==> config.mk <==
export PLATFORM = sky130hd
export DESIGN_NAME = muldiv_ctrl_flat
export DESIGN_NICKNAME = d
export VERILOG_FILES = /design/src/rtl/muldiv_pkg.sv /design/src/rtl/muldiv_ctrl_if.sv /design/src/rtl/muldiv_ctrl.sv /design/src/flat_wrapper.sv
export SDC_FILE = /design/constraint.sdc
export NUM_CORES = 1
export LEC_CHECK = 0
export ABC_AREA = 1
export ABC_CLOCK_PERIOD_IN_PS = 3900
export BUFFER_PORTS_ARGS = -buffer_cell sky130_fd_sc_hd__buf_2
export CAP_MARGIN = 20
export CORE_AREA = 2 2 154 156
export CTS_BUF_LIST = sky130_fd_sc_hd__clkbuf_4 sky130_fd_sc_hd__clkbuf_8 sky130_fd_sc_hd__clkbuf_16
export CTS_CLUSTER_SIZE = 10
export DETAILED_ROUTE_END_ITERATION = 8
export DIE_AREA = 0 0 156 158
export PLACE_DENSITY = 0.53
export SLEW_MARGIN = 0
export SYNTH_ARGS = -nofsm -noshare
export SYNTH_HDL_FRONTEND = slang
export SYNTH_SLANG_ARGS = --single-unit
==> constraint.sdc <==
create_clock -name clk -period 3.9 [get_ports clk]
set_input_delay 0.195 -clock clk [delete_from_list [all_inputs] [get_ports clk]]
set_output_delay 0.195 -clock clk [all_outputs]
set_load 0.1 [all_outputs]
==> src/rtl/muldiv_pkg.sv <==
// rtl/muldiv_pkg.sv - shared op encodings, state encoding and widths for muldiv_ctrl
package muldiv_pkg;

  localparam int DATA_W   = 32;
  localparam int RESULT_W = 64;

  // op_type encoding as presented by the EX stage
  typedef enum logic [1:0] {
    OP_MULT  = 2'b00,
    OP_MULTU = 2'b01,
    OP_DIV   = 2'b10,
    OP_DIVU  = 2'b11
  } op_type_e;

  // controller state encoding
  typedef enum logic [2:0] {
    ST_IDLE    = 3'd0,
    ST_MUL1    = 3'd1,
    ST_MUL2    = 3'd2,
    ST_DIV_RUN = 3'd3,
    ST_DONE    = 3'd4
  } state_e;

endpackage

==> src/rtl/muldiv_ctrl_if.sv <==
// rtl/muldiv_ctrl_if.sv - controller-to-arithmetic-unit bus (multiplier and divider side)
interface muldiv_ctrl_if;
  import muldiv_pkg::*;

  // 2-cycle multiplier
  logic                mul_signed_o;
  logic [DATA_W-1:0]   mul_ina_o;
  logic [DATA_W-1:0]   mul_inb_o;
  logic [RESULT_W-1:0] mul_result_i;

  // iterative divider; result is {rem, quot}
  logic                div_start_o;
  logic                div_signed_o;
  logic                div_annul_o;
  logic [DATA_W-1:0]   div_opdata1_o;
  logic [DATA_W-1:0]   div_opdata2_o;
  logic                div_ready_i;
  logic [RESULT_W-1:0] div_result_i;

  // controller side
  modport master (
    output mul_signed_o, mul_ina_o, mul_inb_o,
    output div_start_o, div_signed_o, div_annul_o, div_opdata1_o, div_opdata2_o,
    input  mul_result_i, div_ready_i, div_result_i
  );

  // arithmetic-unit side
  modport slave (
    input  mul_signed_o, mul_ina_o, mul_inb_o,
    input  div_start_o, div_signed_o, div_annul_o, div_opdata1_o, div_opdata2_o,
    output mul_result_i, div_ready_i, div_result_i
  );

endinterface

==> src/rtl/muldiv_ctrl.sv <==
// rtl/muldiv_ctrl.sv - EX-stage mult/div sequencer with HI/LO write; optional MULDIV_DIVZERO_FASTPATH_EN
module muldiv_ctrl
  import muldiv_pkg::*;
(
  input  logic              clk,
  input  logic              resetn,
  input  logic              flush,
  input  logic              op_valid,
  input  logic [1:0]        op_type,
  input  logic [DATA_W-1:0] src1,
  input  logic [DATA_W-1:0] src2,
  output logic              stall_o,
  output logic              hi_we,
  output logic              lo_we,
  output logic [DATA_W-1:0] hi_wdata,
  output logic [DATA_W-1:0] lo_wdata,
  muldiv_ctrl_if.master     unit_bus
);

  state_e              state_q, state_d;
  op_type_e            op_q, op_d;
  logic [DATA_W-1:0]   src1_q, src1_d;
  logic [DATA_W-1:0]   src2_q, src2_d;
  logic [RESULT_W-1:0] result_q, result_d;

  logic in_mul;
  logic in_div;
  logic in_done;

  // state and latched operand/result registers
  always_ff @(posedge clk or negedge resetn) begin
    if (!resetn) begin
      state_q  <= ST_IDLE;
      op_q     <= OP_MULT;
      src1_q   <= '0;
      src2_q   <= '0;
      result_q <= '0;
    end else begin
      state_q  <= state_d;
      op_q     <= op_d;
      src1_q   <= src1_d;
      src2_q   <= src2_d;
      result_q <= result_d;
    end
  end

  // next state: accept in IDLE, sequence the unit, any flush before DONE abandons the op
  always_comb begin
    state_d  = state_q;
    op_d     = op_q;
    src1_d   = src1_q;
    src2_d   = src2_q;
    result_d = result_q;
    unique case (state_q)
      ST_IDLE: begin
        if (op_valid && !flush) begin
          op_d     = op_type_e'(op_type);
          src1_d   = src1;
          src2_d   = src2;
          result_d = '0;
          if (!op_type[1]) begin
            state_d = ST_MUL1;
          end else begin
            state_d = ST_DIV_RUN;
`ifdef MULDIV_DIVZERO_FASTPATH_EN
            // divide by zero bypasses the divider: hi = dividend, lo = all ones
            if (src2 == '0) begin
              state_d  = ST_DONE;
              result_d = {src1, {DATA_W{1'b1}}};
            end
`endif
          end
        end
      end
      ST_MUL1: begin
        state_d = flush ? ST_IDLE : ST_MUL2;
      end
      ST_MUL2: begin
        state_d = flush ? ST_IDLE : ST_DONE;
      end
      ST_DIV_RUN: begin
        if (flush) begin
          state_d = ST_IDLE;
        end else if (unit_bus.div_ready_i) begin
          result_d = unit_bus.div_result_i;
          state_d  = ST_DONE;
        end
      end
      ST_DONE: begin
        // the instruction has committed; a flush here does not cancel the write
        state_d = ST_IDLE;
      end
      default: begin
        state_d = ST_IDLE;
      end
    endcase
  end

  // outputs decoded from the current state; everything but stall is zero in IDLE
  always_comb begin
    in_mul  = (state_q == ST_MUL1) || (state_q == ST_MUL2);
    in_div  = (state_q == ST_DIV_RUN);
    in_done = (state_q == ST_DONE);

    stall_o = resetn && (((state_q == ST_IDLE) && op_valid && !flush) || in_mul || in_div);

    unit_bus.mul_signed_o  = in_mul && (op_q == OP_MULT);
    unit_bus.mul_ina_o     = in_mul ? src1_q : '0;
    unit_bus.mul_inb_o     = in_mul ? src2_q : '0;

    // start drops in the cycle the divider reports ready
    unit_bus.div_start_o   = in_div && !unit_bus.div_ready_i;
    unit_bus.div_signed_o  = in_div && (op_q == OP_DIV);
    unit_bus.div_annul_o   = in_div && flush;
    unit_bus.div_opdata1_o = in_div ? src1_q : '0;
    unit_bus.div_opdata2_o = in_div ? src2_q : '0;

    hi_we    = in_done;
    lo_we    = in_done;
    hi_wdata = '0;
    lo_wdata = '0;
    if (in_done) begin
      if (op_q[1]) begin
        hi_wdata = result_q[RESULT_W-1:DATA_W];
        lo_wdata = result_q[DATA_W-1:0];
      end else begin
        hi_wdata = unit_bus.mul_result_i[RESULT_W-1:DATA_W];
        lo_wdata = unit_bus.mul_result_i[DATA_W-1:0];
      end
    end
  end

endmodule

==> src/flat_wrapper.sv <==
// flat-port wrapper written by rule: the top's interface ports become plain ports
module muldiv_ctrl_flat import muldiv_pkg::*;
  (clk, resetn, flush, op_valid, op_type, src1, src2, stall_o, hi_we, lo_we, hi_wdata, lo_wdata, unit_bus_mul_signed_o, unit_bus_mul_ina_o, unit_bus_mul_inb_o, unit_bus_div_start_o, unit_bus_div_signed_o, unit_bus_div_annul_o, unit_bus_div_opdata1_o, unit_bus_div_opdata2_o, unit_bus_mul_result_i, unit_bus_div_ready_i, unit_bus_div_result_i);
  muldiv_ctrl_if unit_bus_i ();
  input  logic clk;
  input  logic resetn;
  input  logic flush;
  input  logic op_valid;
  input  logic [1:0] op_type;
  input  logic [DATA_W-1:0] src1;
  input  logic [DATA_W-1:0] src2;
  output logic stall_o;
  output logic hi_we;
  output logic lo_we;
  output logic [DATA_W-1:0] hi_wdata;
  output logic [DATA_W-1:0] lo_wdata;
  output wire logic [$bits(unit_bus_i.mul_signed_o)-1:0] unit_bus_mul_signed_o;
  output wire logic [$bits(unit_bus_i.mul_ina_o)-1:0] unit_bus_mul_ina_o;
  output wire logic [$bits(unit_bus_i.mul_inb_o)-1:0] unit_bus_mul_inb_o;
  output wire logic [$bits(unit_bus_i.div_start_o)-1:0] unit_bus_div_start_o;
  output wire logic [$bits(unit_bus_i.div_signed_o)-1:0] unit_bus_div_signed_o;
  output wire logic [$bits(unit_bus_i.div_annul_o)-1:0] unit_bus_div_annul_o;
  output wire logic [$bits(unit_bus_i.div_opdata1_o)-1:0] unit_bus_div_opdata1_o;
  output wire logic [$bits(unit_bus_i.div_opdata2_o)-1:0] unit_bus_div_opdata2_o;
  input wire logic [$bits(unit_bus_i.mul_result_i)-1:0] unit_bus_mul_result_i;
  input wire logic [$bits(unit_bus_i.div_ready_i)-1:0] unit_bus_div_ready_i;
  input wire logic [$bits(unit_bus_i.div_result_i)-1:0] unit_bus_div_result_i;
  assign unit_bus_mul_signed_o = unit_bus_i.mul_signed_o;
  assign unit_bus_mul_ina_o = unit_bus_i.mul_ina_o;
  assign unit_bus_mul_inb_o = unit_bus_i.mul_inb_o;
  assign unit_bus_div_start_o = unit_bus_i.div_start_o;
  assign unit_bus_div_signed_o = unit_bus_i.div_signed_o;
  assign unit_bus_div_annul_o = unit_bus_i.div_annul_o;
  assign unit_bus_div_opdata1_o = unit_bus_i.div_opdata1_o;
  assign unit_bus_div_opdata2_o = unit_bus_i.div_opdata2_o;
  assign unit_bus_i.mul_result_i = unit_bus_mul_result_i;
  assign unit_bus_i.div_ready_i = unit_bus_div_ready_i;
  assign unit_bus_i.div_result_i = unit_bus_div_result_i;
  muldiv_ctrl u_core (.clk(clk), .resetn(resetn), .flush(flush), .op_valid(op_valid), .op_type(op_type), .src1(src1), .src2(src2), .stall_o(stall_o), .hi_we(hi_we), .lo_we(lo_we), .hi_wdata(hi_wdata), .lo_wdata(lo_wdata), .unit_bus(unit_bus_i));
endmodule
==> out/results.md, run 1 <==
### Clock network
- deepest level of the CTS H-tree: 4
- Post-CTS Resized: 0
- CTS tree: done
- clk slew on worst S/H paths: 0.07 ns
- CTS Sinks: 133
- CTS hold repair buffers: 65
- maximum buffer depth of the clock tree: 2
- Clk Tree Root Cell: sky130_fd_sc_hd__clkbuf_16
- clock network latency to the later pin of the worst-skew pair: 0.42 ns
- clock buffer count from CTS: 17
- count of buffers added by post-CTS timing repair for setup: 0

### Critical path
- arrival time reported for the critical path endpoint: 2.75 ns
- worst-path fanout max: 32
- kind of cell with the highest combined delay on the critical path: buffers and inverters
- Critical Path Start Type: register
- sort of element at the end of the critical path: output pin
- critical-path cell with the highest stage delay: sky130_fd_sc_hd__nand3_2
- data required time of the critical path: 3.70 ns
- CP max stage delay: 0.52 ns
- cell chain of the critical path: inv_2 -> nand3_2 -> buf_4 -> nor2_1 -> buf_2
- Setup CP Type: register to output pin
- crit path buf inv count: 3

### Yosys
- library cell with the largest summed area after synthesis: sky130_fd_sc_hd__dfrtp_1
- post-synthesis async set-or-reset flop share: 100%
- Post-synth top flop: sky130_fd_sc_hd__dfrtp_1
- Synth area leaders: sky130_fd_sc_hd__dfrtp_1, sky130_fd_sc_hd__nand2_1, sky130_fd_sc_hd__nor2_1
- post-synthesis cell count: 944
- number of storage elements in the synthesis netlist: 133
- synthesized net count: 1143
- number of synthesized flops with an enable pin: 0
- share of the yosys chip area belonging to registers: 50.1%
- commonest cells in the synthesized netlist: sky130_fd_sc_hd__nand2_1, sky130_fd_sc_hd__nor2_1, sky130_fd_sc_hd__dfrtp_1, sky130_fd_sc_hd__a21oi_1, sky130_fd_sc_hd__inv_1
- synth unique cells: 18
- most repeated cell in the gate-level netlist after synthesis: sky130_fd_sc_hd__nand2_1
- Yosys Warn Count: 0
- area share of the leading cell type in the synthesized netlist: 50.1%
- post-synth design cell area: 6640 um^2
- average size of a mapped cell: 7.04 um^2

### Floorplan
- overall die height: 158 um
- area of the die: 24600 um^2
- effective utilization at floorplan: 28.8%
- Rows: 56
- area of the placeable core: 23100 um^2
- # IOs: 398
- DIE WIDTH: 156 um

### STA
- unrepaired setup endpoints after global routing: no
- final-report max-slew violation count: 0
- final clock period utilization by the worst path: 75.5%
- Setup Total Neg Slack: 0 ns
- final hold vios: 0
- relative slew slack: 35.9%
- Clock Skew: 0.00934 ns
- achievable frequency: 339 MHz
- hold slack final: 0.0216 ns
- Tightest Pin Transition: 0.958 ns
- post-layout minimum cycle time: 2.95 ns
- number of setup violations in the final report: 0

### Routing
- remaining design rule violation count: 0
- Via Count: 7409
- routed length per instance: 14.2 um
- length of the first detailed-routing pass in iterations: 4
- count of antenna-violating nets left after detailed routing: 0
- number of DRC violations after detailed-routing iteration 0: 348
- total wire length after detailed routing: 23700 um
- average vias per placed instance: 4.42

### Global routing
- GRT Residual Overflow: 0
- pin count of the biggest net entering global routing: 73
- via count of the first global-routing pass: 6707
- global-route wire length before repair: 34700 um
- GRT Resource Usage Total: 18.2%
- antenna violations before repair: 3

### Finish
- fin util: 43.4%
- number of nets at the end of the flow: 1571
- Area growth syn-to-layout: 50.8%
- layout cells sized above 1: 32.4%
- number of diodes: 0

### Flow run
- count of max-cap constraint violations: 0

### Min path
- min-delay worst type: primary input to register

### Power and ir drop
- worst supply voltage drop on vdd: 1410 uV
- power density over cell area: 758 nW/um^2
- cell leakage power: 5.99 nW

### Outcome
- status: finished clean

### Place
- final weighted congestion in routability-driven placement: 0.767
- post-DP HPWL: 16600 um
- total of buffers placed on input and output ports: 397

stage by stage:
step	power [W]	instances	area (um^2)	worst slack (ns)
after detailed placement	0.00605	1578	8790	1.32
final	0.00760	1675	10000	0.954
after CTS	0.00769	1675	10000	0.864
after global placement	0.00601	1577	8770	1.38
after floorplan	0.00532	944	6640	0.865
after global routing	0.00797	1675	10000	0.758
metal layers:
| metal | track usage [%] | wire length [um] |
|---|---|---|
| met5 | 0 | 39 |
| met4 | 4.76 | 294 |
| met3 | 6.13 | 1820 |
| met2 | 32.0 | 11600 |
| met1 | 21.3 | 10000 |
registers in the layout, summed over array words and instances (netlist names):
name and flops:
u_core.op_q 2, u_core.result_q 64, u_core.src1_q 32, u_core.src2_q 32, u_core.state_q 3
worst paths after layout:
kind,cells after the start,end,slack (ns),start
max,5,unit_bus_div_start_o,0.95,u_core.state_q[2]
max reg2reg,6,u_core.result_q[56],1.50,u_core.state_q[1]
max in group asynchronous,3,u_core.op_q[1],2.10,resetn
min,3,u_core.src2_q[4],0.02,src2[4]
min in group asynchronous,2,u_core.result_q[12],0.33,resetn
min reg2reg,2,u_core.result_q[7],0.47,u_core.result_q[7]
worst min-delay path, cell delays in order:
cell	delay (ns)
sky130_fd_sc_hd__buf_2	0.07
sky130_fd_sc_hd__nor2_1	0.03
sky130_fd_sc_hd__a21oi_1	0.09
cell usage in the layout (no fill, tap or decap), types with 2 or more instances in the layout:
cell and count:
sky130_fd_sc_hd__a21oi_1 129, sky130_fd_sc_hd__buf_2 396, sky130_fd_sc_hd__buf_4 8, sky130_fd_sc_hd__clkbuf_16 17, sky130_fd_sc_hd__clkinv_4 3, sky130_fd_sc_hd__clkinvlp_4 5, sky130_fd_sc_hd__dfrtp_1 132, sky130_fd_sc_hd__dlygate4sd3_1 65
sky130_fd_sc_hd__inv_1 71, sky130_fd_sc_hd__inv_2 3, sky130_fd_sc_hd__inv_6 3, sky130_fd_sc_hd__nand2_1 330, sky130_fd_sc_hd__nand2_2 2, sky130_fd_sc_hd__nand3_1 2, sky130_fd_sc_hd__nor2_1 199, sky130_fd_sc_hd__nor3_1 2
sky130_fd_sc_hd__o21ai_0 2, sky130_fd_sc_hd__o21ai_1 4
layout make-up:
class / count / area, um^2
clock buffers: 19 / 447
clock inverters: 13 / 125
fillers: 2509 / 13000
inverters: 74 / 278
multi-input cells: 675 / 2750
flip-flops and latches: 133 / 3330
well taps: 290 / 363
repair buffers: 471 / 2720
cell families after synthesis:
group / after synthesis / share of synthesized area (%)
and+or+nand+nor: 540 / 31.0
buffers and inverters: 136 / 8.74
AOI/OAI and AO/OA: 135 / 10.2
DFF: 133 / 50.1
report_power, final:
group,total (W),leakage (nW),internal [W],switching [W]
logic,0.00422,4.08,0.000650,0.00357
registers,0.00183,1.65,0.00172,0.000113
clock network,0.00155,0.266,0.000908,0.000639
total,0.00760,5.99,0.00328,0.00432
(Power assumes the default switching activity.)
==> run 2, diff against run 1 <==
- ABC_AREA: 1 -> 0
- ABC_CLOCK_PERIOD_IN_PS: 3900 -> 2600
- PLACE_DENSITY: 0.53 -> 0.56
- clock period: 3.9 -> 2.6 ns (I/O delays scaled with it)
==> run 2 against run 1 <==
Net effect:
- sequential cell count unchanged
- utilization up 4.4 points
- register-to-register slack worse by 0.88 ns
- largest power group unchanged
==> out/results.md, run 2 <==
### Outcome
- status: finished clean, unchanged

### Finish
- max reg flops: 64, unchanged
- fin util: 47.8%, was 43.4%
- final cell count without fillers: 1411, was 1675
- area used by sequential logic in the layout: 3330 um^2, about the same
- most common cell after layout, fill and taps aside: sky130_fd_sc_hd__buf_2, unchanged
- biggest registers after layout: u_core.result_q (64), u_core.src1_q (32), u_core.src2_q (32), unchanged
- Filler Cells Inserted: 2184, was 2509
- multi-input combinational cell area: 3190 um^2, was 2750 um^2
- commonest cells after routing, fill and taps aside: sky130_fd_sc_hd__buf_2, sky130_fd_sc_hd__dfrtp_1, sky130_fd_sc_hd__dlygate4sd3_1, sky130_fd_sc_hd__and2_1, sky130_fd_sc_hd__nor2_1, was sky130_fd_sc_hd__buf_2, sky130_fd_sc_hd__nand2_1, sky130_fd_sc_hd__nor2_1, sky130_fd_sc_hd__dfrtp_1, sky130_fd_sc_hd__a21oi_1
- Area growth syn-to-layout: 63.4%, was 50.8%
- register ranked first by flip-flop count: u_core.result_q, unchanged
- layout cells sized above 1: 46.2%, was 32.4%
- number of nets at the end of the flow: 1305, was 1571

### STA
- final-report max-slew violation count: 0, unchanged
- final clock period utilization by the worst path: 92.3%
- post-layout minimum cycle time: 2.40 ns
- relative slew slack: 40.4%, was 35.9%
- Clock Skew: 0.00958 ns, was 0.00934 ns
- Setup Total Neg Slack: 0 ns, unchanged
- unrepaired setup endpoints after global routing: no, unchanged
- Tightest Pin Transition: 0.894 ns, was 0.958 ns
- achievable frequency: 417 MHz
- final hold vios: 0, unchanged
- number of setup violations in the final report: 0, unchanged

### Place
- post-DP HPWL: 16100 um, was 16600 um
- total of buffers placed on input and output ports: 397, unchanged
- final weighted congestion in routability-driven placement: 0.780, was 0.767
- placed cells: 1246, was 1578

### Clock network
- CTS Sinks: 133, unchanged
- clock network latency to the later pin of the worst-skew pair: 0.41 ns, was 0.42 ns
- CTS tree: done, unchanged
- count of buffers added by post-CTS timing repair for setup: 0, unchanged
- deepest level of the CTS H-tree: 4, unchanged
- Clk Tree Root Cell: sky130_fd_sc_hd__clkbuf_16, unchanged
- maximum buffer depth of the clock tree: 2, unchanged
- clock buffer count from CTS: 17, unchanged
- clk slew on worst S/H paths: 0.06 ns, was 0.07 ns

### Yosys
- number of synthesized flops with an enable pin: 0, unchanged
- post-synthesis cell count: 598, was 944
- area share of the leading cell type in the synthesized netlist: 49.4%, was 50.1%
- commonest cells in the synthesized netlist: sky130_fd_sc_hd__dfrtp_1, sky130_fd_sc_hd__and2_1, sky130_fd_sc_hd__nor2_1, sky130_fd_sc_hd__mux2_2, was sky130_fd_sc_hd__nand2_1, sky130_fd_sc_hd__nor2_1, sky130_fd_sc_hd__dfrtp_1, sky130_fd_sc_hd__a21oi_1, sky130_fd_sc_hd__inv_1
- average size of a mapped cell: 11.3 um^2, was 7.04 um^2
- most repeated cell in the gate-level netlist after synthesis: sky130_fd_sc_hd__dfrtp_1, was sky130_fd_sc_hd__nand2_1
- Post-synth top flop: sky130_fd_sc_hd__dfrtp_1, unchanged
- synthesized net count: 797, was 1143
- number of storage elements in the synthesis netlist: 133, unchanged
- post-synthesis async set-or-reset flop share: 100%, unchanged
- library cell with the largest summed area after synthesis: sky130_fd_sc_hd__dfrtp_1, unchanged
- synth unique cells: 25, was 18
- post-synth design cell area: 6740 um^2, was 6640 um^2
- Synth area leaders: sky130_fd_sc_hd__dfrtp_1, sky130_fd_sc_hd__and2_1, sky130_fd_sc_hd__mux2_2, was sky130_fd_sc_hd__dfrtp_1, sky130_fd_sc_hd__nand2_1, sky130_fd_sc_hd__nor2_1
- Yosys Warn Count: 0, unchanged
- share of the yosys chip area belonging to registers: 49.4%, was 50.1%

### Critical path
- worst reg2reg path startpoint: u_core.state_q[0], was u_core.state_q[1]
- Setup CP Type: register to output pin, unchanged
- Worst Reg2Reg Path Length in Cells: 4, was 6
- worst reg2reg path endpoint: u_core.result_q[22], was u_core.result_q[56]
- worst-case register-to-register setup slack: 0.62 ns, was 1.50 ns
- data required time of the critical path: 2.47 ns, was 3.70 ns
- arrival time reported for the critical path endpoint: 2.27 ns, was 2.75 ns
- worst-path fanout max: 32, unchanged
- sort of element at the end of the critical path: output pin, unchanged
- Critical Path Start Type: register, unchanged

### Routing
- routed length per instance: 16.0 um, was 14.2 um
- average vias per placed instance: 4.49, was 4.42
- remaining design rule violation count: 0, unchanged
- number of DRC violations after detailed-routing iteration 0: 203, was 348
- Via Count: 6335, was 7409
- count of antenna-violating nets left after detailed routing: 0, unchanged
- length of the first detailed-routing pass in iterations: 4, unchanged
- total wire length after detailed routing: 22500 um, was 23700 um

### Floorplan
- area of the die: 24600 um^2, unchanged
- effective utilization at floorplan: 29.2%, was 28.8%
- area of the placeable core: 23100 um^2, unchanged
- overall die height: 158 um, unchanged
- DIE WIDTH: 156 um, unchanged
- Rows: 56, unchanged
- # IOs: 398, unchanged

### Power and ir drop
- net switching power: 0.00341 W, was 0.00432 W
- power density over cell area: 746 nW/um^2, was 758 nW/um^2
- combinational cell fraction of total power: 37.5%, was 55.5%
- worst supply voltage drop on vdd: 390 uV, was 1410 uV
- cell leakage power: 5.81 nW, was 5.99 nW
- cell internal pwr: 0.00481 W, was 0.00328 W
- clock group share of total power: 29.6%, was 20.4%
- fraction of power spent switching nets: 41.5%, was 56.9%
- proportion of power drawn by flip-flops and latches: 33.0%, was 24.1%

### Global routing
- antenna violations before repair: 2, was 3
- GRT Resource Usage Total: 17.5%, was 18.2%
- GRT Residual Overflow: 0, unchanged
- global-route wire length before repair: 33300 um, was 34700 um
- pin count of the biggest net entering global routing: 70, was 73
- via count of the first global-routing pass: 6228, was 6707

### Min path
- min-delay worst type: primary input to register, unchanged
- worst-case hold path end point: u_core.state_q[1], was u_core.src2_q[4]
- origin of the worst min-delay path: flush, was src2[4]
- instance count along the most critical hold path: 3, unchanged

### Flow run
- count of max-cap constraint violations: 0, unchanged

-- run 2: cell families (layout without fill, tap and decap cells) --
kind of cell,Yosys count,after routing,share of synthesized area [%]
XOR/XNOR,1,1,0.130
multiplexers,130,130,20.5
AO/OA/AOI/OAI,68,68,8.67
buffers and inverters,52,573,3.84
other,0,2,0
flip-flops,133,133,49.4
AND/OR/NAND/NOR,214,214,17.5
-- run 2: per-stage QoR --
step	instance area, um^2	power, W	hold slack [ns]	setup slack, ns
5_1_grt	11000	0.00862	0.166	0.00587
3_3_place_gp	9060	0.00568	0.353	0.575
6_report	11000	0.00822	0.133	0.200
4_1_cts	11000	0.00833	0.114	0.112
2_1_floorplan	6750	0.00501	-0.166	-0.125
3_5_place_dp	9060	0.00569	0.357	0.570
-- run 2: power by group through the flow --
stage               Combinational [W]  Clock [W]  Sequential, W
floorplan                     0.00246          0        0.00255
global placement              0.00292          0        0.00276
detailed placement            0.00293          0        0.00276
global route                  0.00323    0.00263        0.00276
finish                        0.00308    0.00243        0.00271
CTS                           0.00310    0.00251        0.00272
-- run 2: worst max-delay path by stage --
stage,start,endpoint,slack (ns),depth (start not counted)
after detailed placement,u_core.state_q[0],u_core.result_q[11],0.57,4
after global placement,u_core.state_q[0],unit_bus_mul_inb_o[31],0.57,5
after CTS,u_core.state_q[0],unit_bus_mul_inb_o[31],0.11,5
after global routing,u_core.state_q[0],unit_bus_mul_inb_o[0],0.006,5
after floorplan,u_core.op_q[1],unit_bus_mul_signed_o,-0.12,4
final,u_core.state_q[1],unit_bus_div_opdata1_o[5],0.20,5
-- run 2: layout make-up --
type	count	share of cell area, %
timing repair buffer	540	32.0
inverter	1	0.0341
antenna	2	0.0454
multi-input combinational	413	29.0
sequential	133	30.2
clock inverter	12	1.32
tap	290	3.29
clock buffer	20	4.12
-- run 2: metal layers --
layer	vias up	global-route usage (%)	part of all wire [%]
li1	3075	-	-
met1	2962	21.0	42
met2	277	30.9	50
met3	21	4.16	6.1
met4	0	5.72	1.8
met5	-	0	0
-- run 2: critical path, cell delays in order, from the launching register on --
cell                      delay (ns)
sky130_fd_sc_hd__dfrtp_1        0.53
sky130_fd_sc_hd__nand2_1        0.15
sky130_fd_sc_hd__nor2_4         0.39
sky130_fd_sc_hd__buf_12         0.22
sky130_fd_sc_hd__and2_1         0.14
sky130_fd_sc_hd__buf_2          0.42
-- run 2: what timing repair did --
item | 4_1_cts | 5_1_grt
setup endpoints to repair | 0 | 17
resized for setup | 0 | 17
hold buffers | 131 | 0
hold endpoints to repair | 263 | 0
==> run 3, diff against run 2 <==
- ABC_AREA: 0 -> 1
- CORE_AREA: 2 2 154 156 -> 2 2 153 155
- DIE_AREA: 0 0 156 158 -> 0 0 155 157
==> run 3 against run 2 <==
Net effect:
- non-clock buffer count shrank 3
- count of clock-buffer cells in the layout grew 1
- via count grew 21%
- setup slack gained 0.035 ns
- design area grew 2.4%
- sequential power grew 1%
- combinational power grew 110%
- critical path depth shrank 1
- first-iteration DRC count grew 87%
- register-to-register slack gained 0.15 ns
- power grew 46%
==> out/results.md, run 3 (synthesized netlist as in run 1, its figures left out) <==
### STA
- relative slew slack: 40.4%, about the same
- Clock Skew: 0.00950 ns, was 0.00958 ns
- unrepaired setup endpoints after global routing: no, unchanged
- achievable frequency: 423 MHz, was 417 MHz
- hold slack final: 0.107 ns, was 0.133 ns
- post-layout minimum cycle time: 2.37 ns, was 2.40 ns
- Setup Total Neg Slack: 0 ns, unchanged
- number of setup violations in the final report: 0, unchanged
- final hold vios: 0, unchanged
- final-report max-slew violation count: 0, unchanged
- final clock period utilization by the worst path: 91.0%, was 92.3%
- Tightest Pin Transition: 0.893 ns, was 0.894 ns

### Global routing
- antenna violations before repair: 0, was 2
- GRT Residual Overflow: 0, unchanged
- GRT Resource Usage Total: 20.3%, was 17.5%
- global-route wire length before repair: 38800 um, was 33300 um
- via count of the first global-routing pass: 7419, was 6228
- pin count of the biggest net entering global routing: 134, was 70

### Critical path
- Worst Reg2Reg Path Length in Cells: 7, was 4
- worst reg2reg path startpoint: u_core.state_q[2], was u_core.state_q[0]
- Critical Path Start Type: register, unchanged
- arrival time reported for the critical path endpoint: 2.24 ns, was 2.27 ns
- worst-case register-to-register setup slack: 0.77 ns, was 0.62 ns
- Worst Setup SP: u_core.op_q[1], was u_core.state_q[1]
- Setup CP Type: register to output pin, unchanged
- data required time of the critical path: 2.47 ns, about the same
- worst setup path endpoint: lo_wdata[0], was unit_bus_div_opdata1_o[5]
- worst reg2reg path endpoint: u_core.state_q[2], was u_core.result_q[22]
- worst-path fanout max: 66, was 32
- sort of element at the end of the critical path: output pin, unchanged

### Place
- total of buffers placed on input and output ports: 397, unchanged
- final weighted congestion in routability-driven placement: 0.816, was 0.780
- Placed Area: 9320 um^2, was 9060 um^2
- post-DP HPWL: 17400 um, was 16100 um

### Finish
- commonest cells after routing, fill and taps aside: sky130_fd_sc_hd__buf_2, sky130_fd_sc_hd__nand2_1, sky130_fd_sc_hd__nor2_1, sky130_fd_sc_hd__dfrtp_1, sky130_fd_sc_hd__dlygate4sd3_1, was sky130_fd_sc_hd__buf_2, sky130_fd_sc_hd__dfrtp_1, sky130_fd_sc_hd__dlygate4sd3_1, sky130_fd_sc_hd__and2_1, sky130_fd_sc_hd__nor2_1
- Area growth syn-to-layout: 70.0%, was 63.4%
- number of nets at the end of the flow: 1637, was 1305
- summed area of non-filler cells in the final layout: 11300 um^2, was 11000 um^2
- max reg flops: 64, unchanged
- layout cells sized above 1: 31.1%, was 46.2%
- Filler Cells Inserted: 2226, was 2184
- register ranked first by flip-flop count: u_core.result_q, unchanged
- most common cell after layout, fill and taps aside: sky130_fd_sc_hd__buf_2, unchanged
- biggest registers after layout: u_core.result_q (64), u_core.src1_q (32), u_core.src2_q (32), unchanged
- number of diodes: 0, was 2

### Clock network
- clock buffer count from CTS: 17, unchanged
- clk slew on worst S/H paths: 0.06 ns, about the same
- Post-CTS Resized: 0, unchanged
- clock network latency to the later pin of the worst-skew pair: 0.42 ns, was 0.41 ns
- deepest level of the CTS H-tree: 4, unchanged
- maximum buffer depth of the clock tree: 2, unchanged
- Clk Tree Root Cell: sky130_fd_sc_hd__clkbuf_16, unchanged
- CTS Sinks: 133, unchanged
- CTS tree: done, unchanged

### Power and ir drop
- proportion of power drawn by flip-flops and latches: 22.9%, was 33.0%
- clock group share of total power: 22.5%, was 29.6%
- fraction of power spent switching nets: 54.3%, was 41.5%
- combinational cell fraction of total power: 54.7%, was 37.5%
- power density over cell area: 1070 nW/um^2, was 746 nW/um^2
- cell internal pwr: 0.00550 W, was 0.00481 W
- worst supply voltage drop on vdd: 1800 uV, was 390 uV
- net switching power: 0.00654 W, was 0.00341 W
- cell leakage power: 6.42 nW, was 5.81 nW

### Routing
- average vias per placed instance: 4.42, was 4.49
- number of DRC violations after detailed-routing iteration 0: 380, was 203
- routed length per instance: 14.5 um, was 16.0 um
- count of antenna-violating nets left after detailed routing: 0, unchanged
- remaining design rule violation count: 0, unchanged
- length of the first detailed-routing pass in iterations: 6, was 4
- Via Count: 7674, was 6335
- total wire length after detailed routing: 25100 um, was 22500 um

### Floorplan
- # IOs: 398, unchanged
- overall die height: 157 um, was 158 um
- Rows: 55, was 56
- area of the placeable core: 22500 um^2, was 23100 um^2
- effective utilization at floorplan: 29.5%, was 29.2%
- area of the die: 24300 um^2, was 24600 um^2
- DIE WIDTH: 155 um, was 156 um

### Flow run
- count of max-cap constraint violations: 0, unchanged

### Outcome
- status: finished clean, unchanged

### Min path
- min-delay worst type: primary input to register, unchanged

run 3: cell count changes in the layout (fill, tap and decap cells not counted), sizes merged, moves of 14 or more:
cell    before  now
a21oi        2  129
mux2        66    0
buf        392  406
nor2        69  201
nand2        2  333
a22o        64    0
inv          5   74
and2       131    0
mux2i       64    0
clkbuf      37   21
run 3: metrics by stage:
stage / std cells / setup WS (ns) / total power (W) / utilization, %
2_1_floorplan: 944 / 0.0313 / 0.00798 / -
3_3_place_gp: 1573 / 0.712 / 0.00919 / 41.4
3_5_place_dp: 1573 / 0.718 / 0.00925 / 41.4
4_1_cts: 1736 / 0.255 / 0.0122 / 50.2
5_1_grt: 1736 / 0.110 / 0.0126 / 50.2
6_report: 1736 / 0.235 / 0.0120 / 50.2
run 3: power by group through the flow:
stage / clock network (W) / logic [W] / registers (W)
after detailed placement: 0 / 0.00646 / 0.00279
after global placement: 0 / 0.00642 / 0.00277
after CTS: 0.00280 / 0.00664 / 0.00275
after global routing: 0.00289 / 0.00695 / 0.00281
final: 0.00271 / 0.00658 / 0.00275
after floorplan: 0 / 0.00524 / 0.00274
run 3: metal layers:
metal | routed length (um) | global-route usage [%]
met5 | 0 | 0
met4 | 391 | 6.31
met1 | 9960 | 23.2
met2 | 12600 | 35.8
met3 | 2180 | 7.10
run 3: worst min path at each step:
stage	start	end	cells past startpoint
floorplan	resetn	u_core.op_q[0]	0
global placement	unit_bus_div_result_i[2]	u_core.result_q[2]	3
detailed placement	unit_bus_div_result_i[55]	u_core.result_q[55]	3
CTS	flush	u_core.state_q[2]	4
global route	flush	u_core.state_q[2]	4
finish	flush	u_core.state_q[2]	4
run 3: what timing repair did:
| item | in CTS | in global routing |
|---|---|---|
| hold buffers | 131 | 0 |
| endpoints found under the hold margin | 263 | 0 |
| buffers inserted | 0 | 0 |
run 3: layout make-up:
type / count / area, um^2 / share of cell area, %
Tap cell: 285 / 357 / 3.16
Sequential cell: 133 / 3330 / 29.5
Clock inverter: 11 / 200 / 1.77
Clock buffer: 21 / 462 / 4.09
Inverter: 74 / 278 / 2.46
Multi-Input combinational cell: 675 / 2760 / 24.5
Timing Repair Buffer: 537 / 3900 / 34.6
run 3: worst max-delay path, stage by stage (launching register included):
cell,delay (ns)
sky130_fd_sc_hd__dfrtp_2,0.36
sky130_fd_sc_hd__buf_4,0.58
sky130_fd_sc_hd__nand2_1,0.21
sky130_fd_sc_hd__a21oi_1,0.21
sky130_fd_sc_hd__buf_2,0.45
